### config.mk
export PLATFORM = sky130hd
export DESIGN_NAME = rs232_in_oversampled
export DESIGN_NICKNAME = d
export VERILOG_FILES = /design/src/rtl/rs232_in_oversampled.sv
export SDC_FILE = /design/constraint.sdc
export NUM_CORES = 1
export LEC_CHECK = 0
export CORE_ASPECT_RATIO = 1.2
export CORE_MARGIN = 1
export CORE_UTILIZATION = 40
export CTS_CLUSTER_DIAMETER = 50
export CTS_CLUSTER_SIZE = 28
export DETAILED_ROUTE_END_ITERATION = 10
export GPL_ROUTABILITY_DRIVEN = 0
export PLACE_DENSITY = 0.66
export RECOVER_POWER = 50
export SYNTH_ARGS = -nofsm -noshare
export SYNTH_HDL_FRONTEND = slang
export SYNTH_SLANG_ARGS = --single-unit
### constraint.sdc
create_clock -name clk -period 2.5 [get_ports clk]
set_clock_uncertainty 0.15 [all_clocks]
set_input_delay 0.375 -clock clk [delete_from_list [all_inputs] [get_ports clk]]
set_output_delay 0.375 -clock clk [all_outputs]
set_load 0.03 [all_outputs]
### src/rtl/rs232_in_oversampled.sv
// Oversampling RS232 receiver: 16x sampling with a mid-bit majority vote,
// framing check and a small receive FIFO with a valid/ready handshake.
//
// state     | meaning
// IDLE      | waiting for a falling edge on the synchronised line
// START     | confirming the start bit at mid-bit
// DATA      | sampling DATA_WIDTH data bits, LSB first
// STOP      | checking the stop bit and handing the word to the FIFO
// WAIT_HIGH | bad stop bit seen, waiting for the line to return high
module rs232_in_oversampled #(
    parameter int DATA_WIDTH = 9,
    parameter int BAUD_DIV   = 27,
    parameter int FIFO_DEPTH = 4
) (
    input  logic                  clk,
    input  logic                  reset,
    input  logic                  serial_data_in,
    input  logic                  receive_data_en,
    output logic [DATA_WIDTH-1:0] rx_data,
    output logic                  rx_valid,
    input  logic                  rx_ready,
    output logic                  receiving_data,
    output logic                  framing_error,
    output logic                  overrun_error
);
    localparam int TW = (BAUD_DIV > 1) ? $clog2(BAUD_DIV) : 1;
    localparam int BW = (DATA_WIDTH > 1) ? $clog2(DATA_WIDTH) : 1;
    localparam int AW = $clog2(FIFO_DEPTH);
    localparam int CW = AW + 1;

    typedef enum logic [2:0] {IDLE, START, DATA, STOP, WAIT_HIGH} state_t;
    state_t state, state_nxt;

    logic                  sync1, rxs, prev_rxs;
    logic [TW-1:0]         tick_cnt;
    logic                  tick;
    logic [3:0]            s;
    logic [BW-1:0]         bit_cnt;
    logic [DATA_WIDTH-1:0] shift_reg;
    logic                  v7, v8, vote, start_det, mid, last_bit;
    logic                  push_req;

    always_ff @(posedge clk) begin
        if (reset) begin
            sync1 <= 1'b1;
            rxs   <= 1'b1;
        end else begin
            sync1 <= serial_data_in;
            rxs   <= sync1;
        end
    end

    always_ff @(posedge clk) begin
        if (reset)     tick_cnt <= '0;
        else if (tick) tick_cnt <= '0;
        else           tick_cnt <= tick_cnt + TW'(1);
    end

    assign tick      = (tick_cnt == TW'(BAUD_DIV - 1));
    assign vote      = (v7 & v8) | (v7 & rxs) | (v8 & rxs);
    assign start_det = receive_data_en && !rxs && prev_rxs;
    assign mid       = tick && (s == 4'd9);
    assign last_bit  = (bit_cnt == BW'(DATA_WIDTH - 1));

    always_ff @(posedge clk) begin
        if (reset) state <= IDLE;
        else       state <= state_nxt;
    end

    always_comb begin
        state_nxt = state;
        case (state)
            IDLE:      if (tick && start_det) state_nxt = START;
            START: begin
                if (mid && vote)                     state_nxt = IDLE;
                else if (tick && s == 4'd15)         state_nxt = DATA;
            end
            DATA:      if (tick && s == 4'd15 && last_bit) state_nxt = STOP;
            STOP:      if (mid) state_nxt = vote ? IDLE : WAIT_HIGH;
            WAIT_HIGH: if (tick && rxs) state_nxt = IDLE;
            default:   state_nxt = IDLE;
        endcase
    end

    always_comb begin
        receiving_data = (state != IDLE);
        push_req       = (state == STOP) && mid && vote;
        framing_error  = (state == STOP) && mid && !vote;
    end

    // prev_rxs clears on reset so a line already low out of reset is not an edge
    always_ff @(posedge clk) begin
        if (reset) begin
            prev_rxs  <= 1'b0;
            s         <= '0;
            bit_cnt   <= '0;
            shift_reg <= '0;
            v7        <= 1'b0;
            v8        <= 1'b0;
        end else if (tick) begin
            prev_rxs <= rxs;
            case (state)
                IDLE:      s <= start_det ? 4'd1 : 4'd0;
                WAIT_HIGH: s <= '0;
                default:   s <= s + 4'd1;
            endcase
            if (state != IDLE && s == 4'd7) v7 <= rxs;
            if (state != IDLE && s == 4'd8) v8 <= rxs;
            if (state == START && s == 4'd15) bit_cnt <= '0;
            if (state == DATA && s == 4'd9) shift_reg <= {vote, shift_reg[DATA_WIDTH-1:1]};
            if (state == DATA && s == 4'd15 && !last_bit) bit_cnt <= bit_cnt + BW'(1);
        end
    end

    logic [DATA_WIDTH-1:0] mem [FIFO_DEPTH];
    logic [AW-1:0]         wr_ptr, rd_ptr;
    logic [CW-1:0]         count;
    logic                  pop, full, push_ok;

    assign rx_valid      = (count != '0);
    assign pop           = rx_valid && rx_ready;
    assign full          = (count == CW'(FIFO_DEPTH));
    assign push_ok       = push_req && (!full || pop);
    assign overrun_error = push_req && full && !pop;

    always_ff @(posedge clk) begin
        if (push_ok) mem[wr_ptr] <= shift_reg;
    end

    // rx_data tracks the head; a push into an emptying FIFO bypasses storage
    always_ff @(posedge clk) begin
        if (reset) begin
            wr_ptr  <= '0;
            rd_ptr  <= '0;
            count   <= '0;
            rx_data <= '0;
        end else begin
            if (push_ok) wr_ptr <= wr_ptr + AW'(1);
            if (pop)     rd_ptr <= rd_ptr + AW'(1);
            case ({push_ok, pop})
                2'b10:   count <= count + CW'(1);
                2'b01:   count <= count - CW'(1);
                default: count <= count;
            endcase
            if (push_ok && (count == '0 || (count == CW'(1) && pop)))
                rx_data <= shift_reg;
            else if (pop && count > CW'(1))
                rx_data <= mem[rd_ptr + AW'(1)];
        end
    end
endmodule

==> impl_metrics.ini <==
[detailed_routing]
drt-total-wl_um = 6320
vias = 2373
drtPass1Iterations = 4
drtIter0Drc = 61
viasPerCell = 5.27
drtAntennaViolNets = 0
wl_per_cell_um = 14.0
drc_errors = 0

[floorplan]
pin_count = 18
fp-row-count = 37
start_util_pct = 41.9
die_area_um2 = 9510
die_w_um = 89.2
fp.coreArea_um2 = 8700
die-height_um = 107

[sta]
period_minus_slack_ns = 2.34
min_period_over_period_pct = 93.7
setup_viol = 0
tightestPinTransition_ns = 0.934
grt_setup_unrepaired = no
tns_ns = 0
maxSlewHeadroom_pct = 37.7
max_freq_ghz = 0.427
slew_viol_final = 0
hold_violations = 0

[placement]
dp_hpwl_um = 4420
io_buffers = 17

[synthesis]
ys_warn_count = 0
synth_nets = 332
synth_ff_type = dfxtp_1
synth.avg_cell_area_um2 = 11.7
synth_seq_area_share_pct = 54.9
synthCells = 312
synth_cell_type_count = 58
synth-seq-cells = 82
synth_edf_count = 36
async_flop_share_pct = 0
syn_area_um2 = 3650

[pwr]
leakage_nw = 1.46
power_switching_share_pct = 28.5
clkPwrFrac_pct = 31.2
internal_power_mw = 2.15
cellPowerDensity_nw_per_um2 = 731
fin_total_pwr_mw = 3.01
p_comb_share_pct = 17.6
switching_power_mw = 0.858
ir_worst_vdd_mv = 0.326
power_frac_seq_pct = 51.2

[worst_hold_path]
min_path_type = flip-flop to flip-flop
holdCritStartpoint = sync1

[worst_setup_path]
crit_path_start_kind = flip-flop
critical_path.max_fanout = 4
critical_path_class = flip-flop to primary output
cp.required_ns = 1.98
startpoint = tick_cnt[0]
end_kind = primary output
arrival_ns = 1.82
reg2reg_from = tick_cnt[0]

[global_route]
antenna_found_initial = 0
grt_util_all_layers_pct = 15.0
grt-ovfl-total = 0
grt_pass1_wl_um = 10900
grt_pass1_vias = 2348
grt_max_degree = 48

[clocking]
cts.sinks = 82
htree_levels = 3
root_buffer = clkbuf_8
cts_inserted_buffers = 9
worstSkewPairLatency_ns = 0.35
clk_pin_slew_ns = 0.08
clockBufferDepth = 2
cts_tree = done

[finish]
diodes = 0
areaGrowthSynthToFinish_pct = 12.6
nFillCells = 844
fin_nets = 348
drive_gt1_share_pct = 11.7
layout_commonest_cell = dfxtp_1
layout_common_cells = dfxtp_1, edfxtp_1, nor2_1
largest_register_ff_count = 36

[job]
drv_cap = 0

[outcome]
status = completed
==> per-stage QoR <==
step | std cells | setup WS, ns | hold slack (ns) | instance area, um^2 | utilization (%)
6_report | 450 | 0.157 | 0.270 | 4110 | 47.2
5_1_grt | 450 | 0.00604 | 0.291 | 4110 | 47.2
4_1_cts | 449 | 0.0438 | 0.274 | 4110 | 47.2
3_5_place_dp | 433 | 0.250 | 0.252 | 3910 | 45.0
3_3_place_gp | 433 | 0.301 | 0.254 | 3910 | 45.0
2_1_floorplan | 312 | 0.213 | 0.239 | 3650 | -
==> cells in the mapped netlist (2+ instances only) <==
master	number	share of area, %
a22oi_1	10	2.1
nor4b_1	2	0.48
nand3_1	18	2.5
nand3b_1	3	0.62
and3b_1	2	0.48
ha_1	15	5.1
clkbuf_1	10	1.0
mux4_2	9	5.6
a311oi_1	2	0.48
o21ai_0	6	0.82
o211ai_1	2	0.41
and2_1	3	0.51
dfxtp_1	46	25
edfxtp_1	36	30
or2_2	2	0.34
nor2_1	24	2.5
a21oi_1	23	3.2
xor2_1	2	0.48
buf_6	2	0.62
buf_2	3	0.41
nor3_1	7	0.96
nor3b_1	2	0.41
mux2i_1	15	4.1
inv_1	14	1.4
nand2_1	14	1.4
and3_1	4	0.69
xnor2_1	5	1.2
==> per-layer routing <==
layer	global-route usage (%)	wire length, um	part of all wire, %
met5	0	0	0
met4	5.67	115	1.8
met3	4.54	191	3.0
met2	25.5	3200	51
met1	17.6	2820	45
==> cell families after synthesis <==
| logic type | share of synthesized area [%] |
|---|---|
| mux | 9.67 |
| fa+ha+maj | 5.42 |
| xor+xnor | 1.68 |
| buf+inv | 3.70 |
| flops | 54.9 |
| simple gates | 14.3 |
| compound gates | 10.4 |
==> final timing paths <==
check	end	slack, ns	cells past startpoint
hold / removal	rxs	0.27	1
hold reg to reg	rxs	0.27	1
setup / recovery	overrun_error	0.16	7
setup reg to reg	bit_cnt[3]	0.20	9
==> final cells by class <==
cell class	instances	area, um^2	share of cell area [%]
flip-flops and latches	82	2000	48.7
clock inverters	7	68.8	1.67
inverters	14	52.6	1.28
well taps	117	146	3.56
clock buffers	9	124	3.01
multi-input cells	200	1520	37.1
repair buffers	21	191	4.66
==> power by group through the flow <==
stage,sequential (mW),combinational (mW),clock (mW)
detailed placement,1.57,0.558,0
global placement,1.57,0.545,0
finish,1.54,0.530,0.937
floorplan,1.57,0.399,0
global route,1.55,0.583,1.02
CTS,1.54,0.551,0.975
==> critical path, cell delays in order (launching register included) <==
cell and delay [ns]:
dfxtp_1 0.34, inv_1 0.06, ha_1 0.17, and4b_2 0.29, nand4_4 0.13, buf_4 0.19, nor2_1 0.12, buf_4 0.18
==> repair_timing <==
| item | in CTS | in global routing |
|---|---|---|
| hold buffers | 0 | 0 |
| cloned | 0 | 0 |
| setup endpoints to repair | 2 | 2 |
| setup buffers | 0 | 1 |
| resized for setup | 2 | 4 |
No activity file was read; power rests on OpenSTA's default activity.
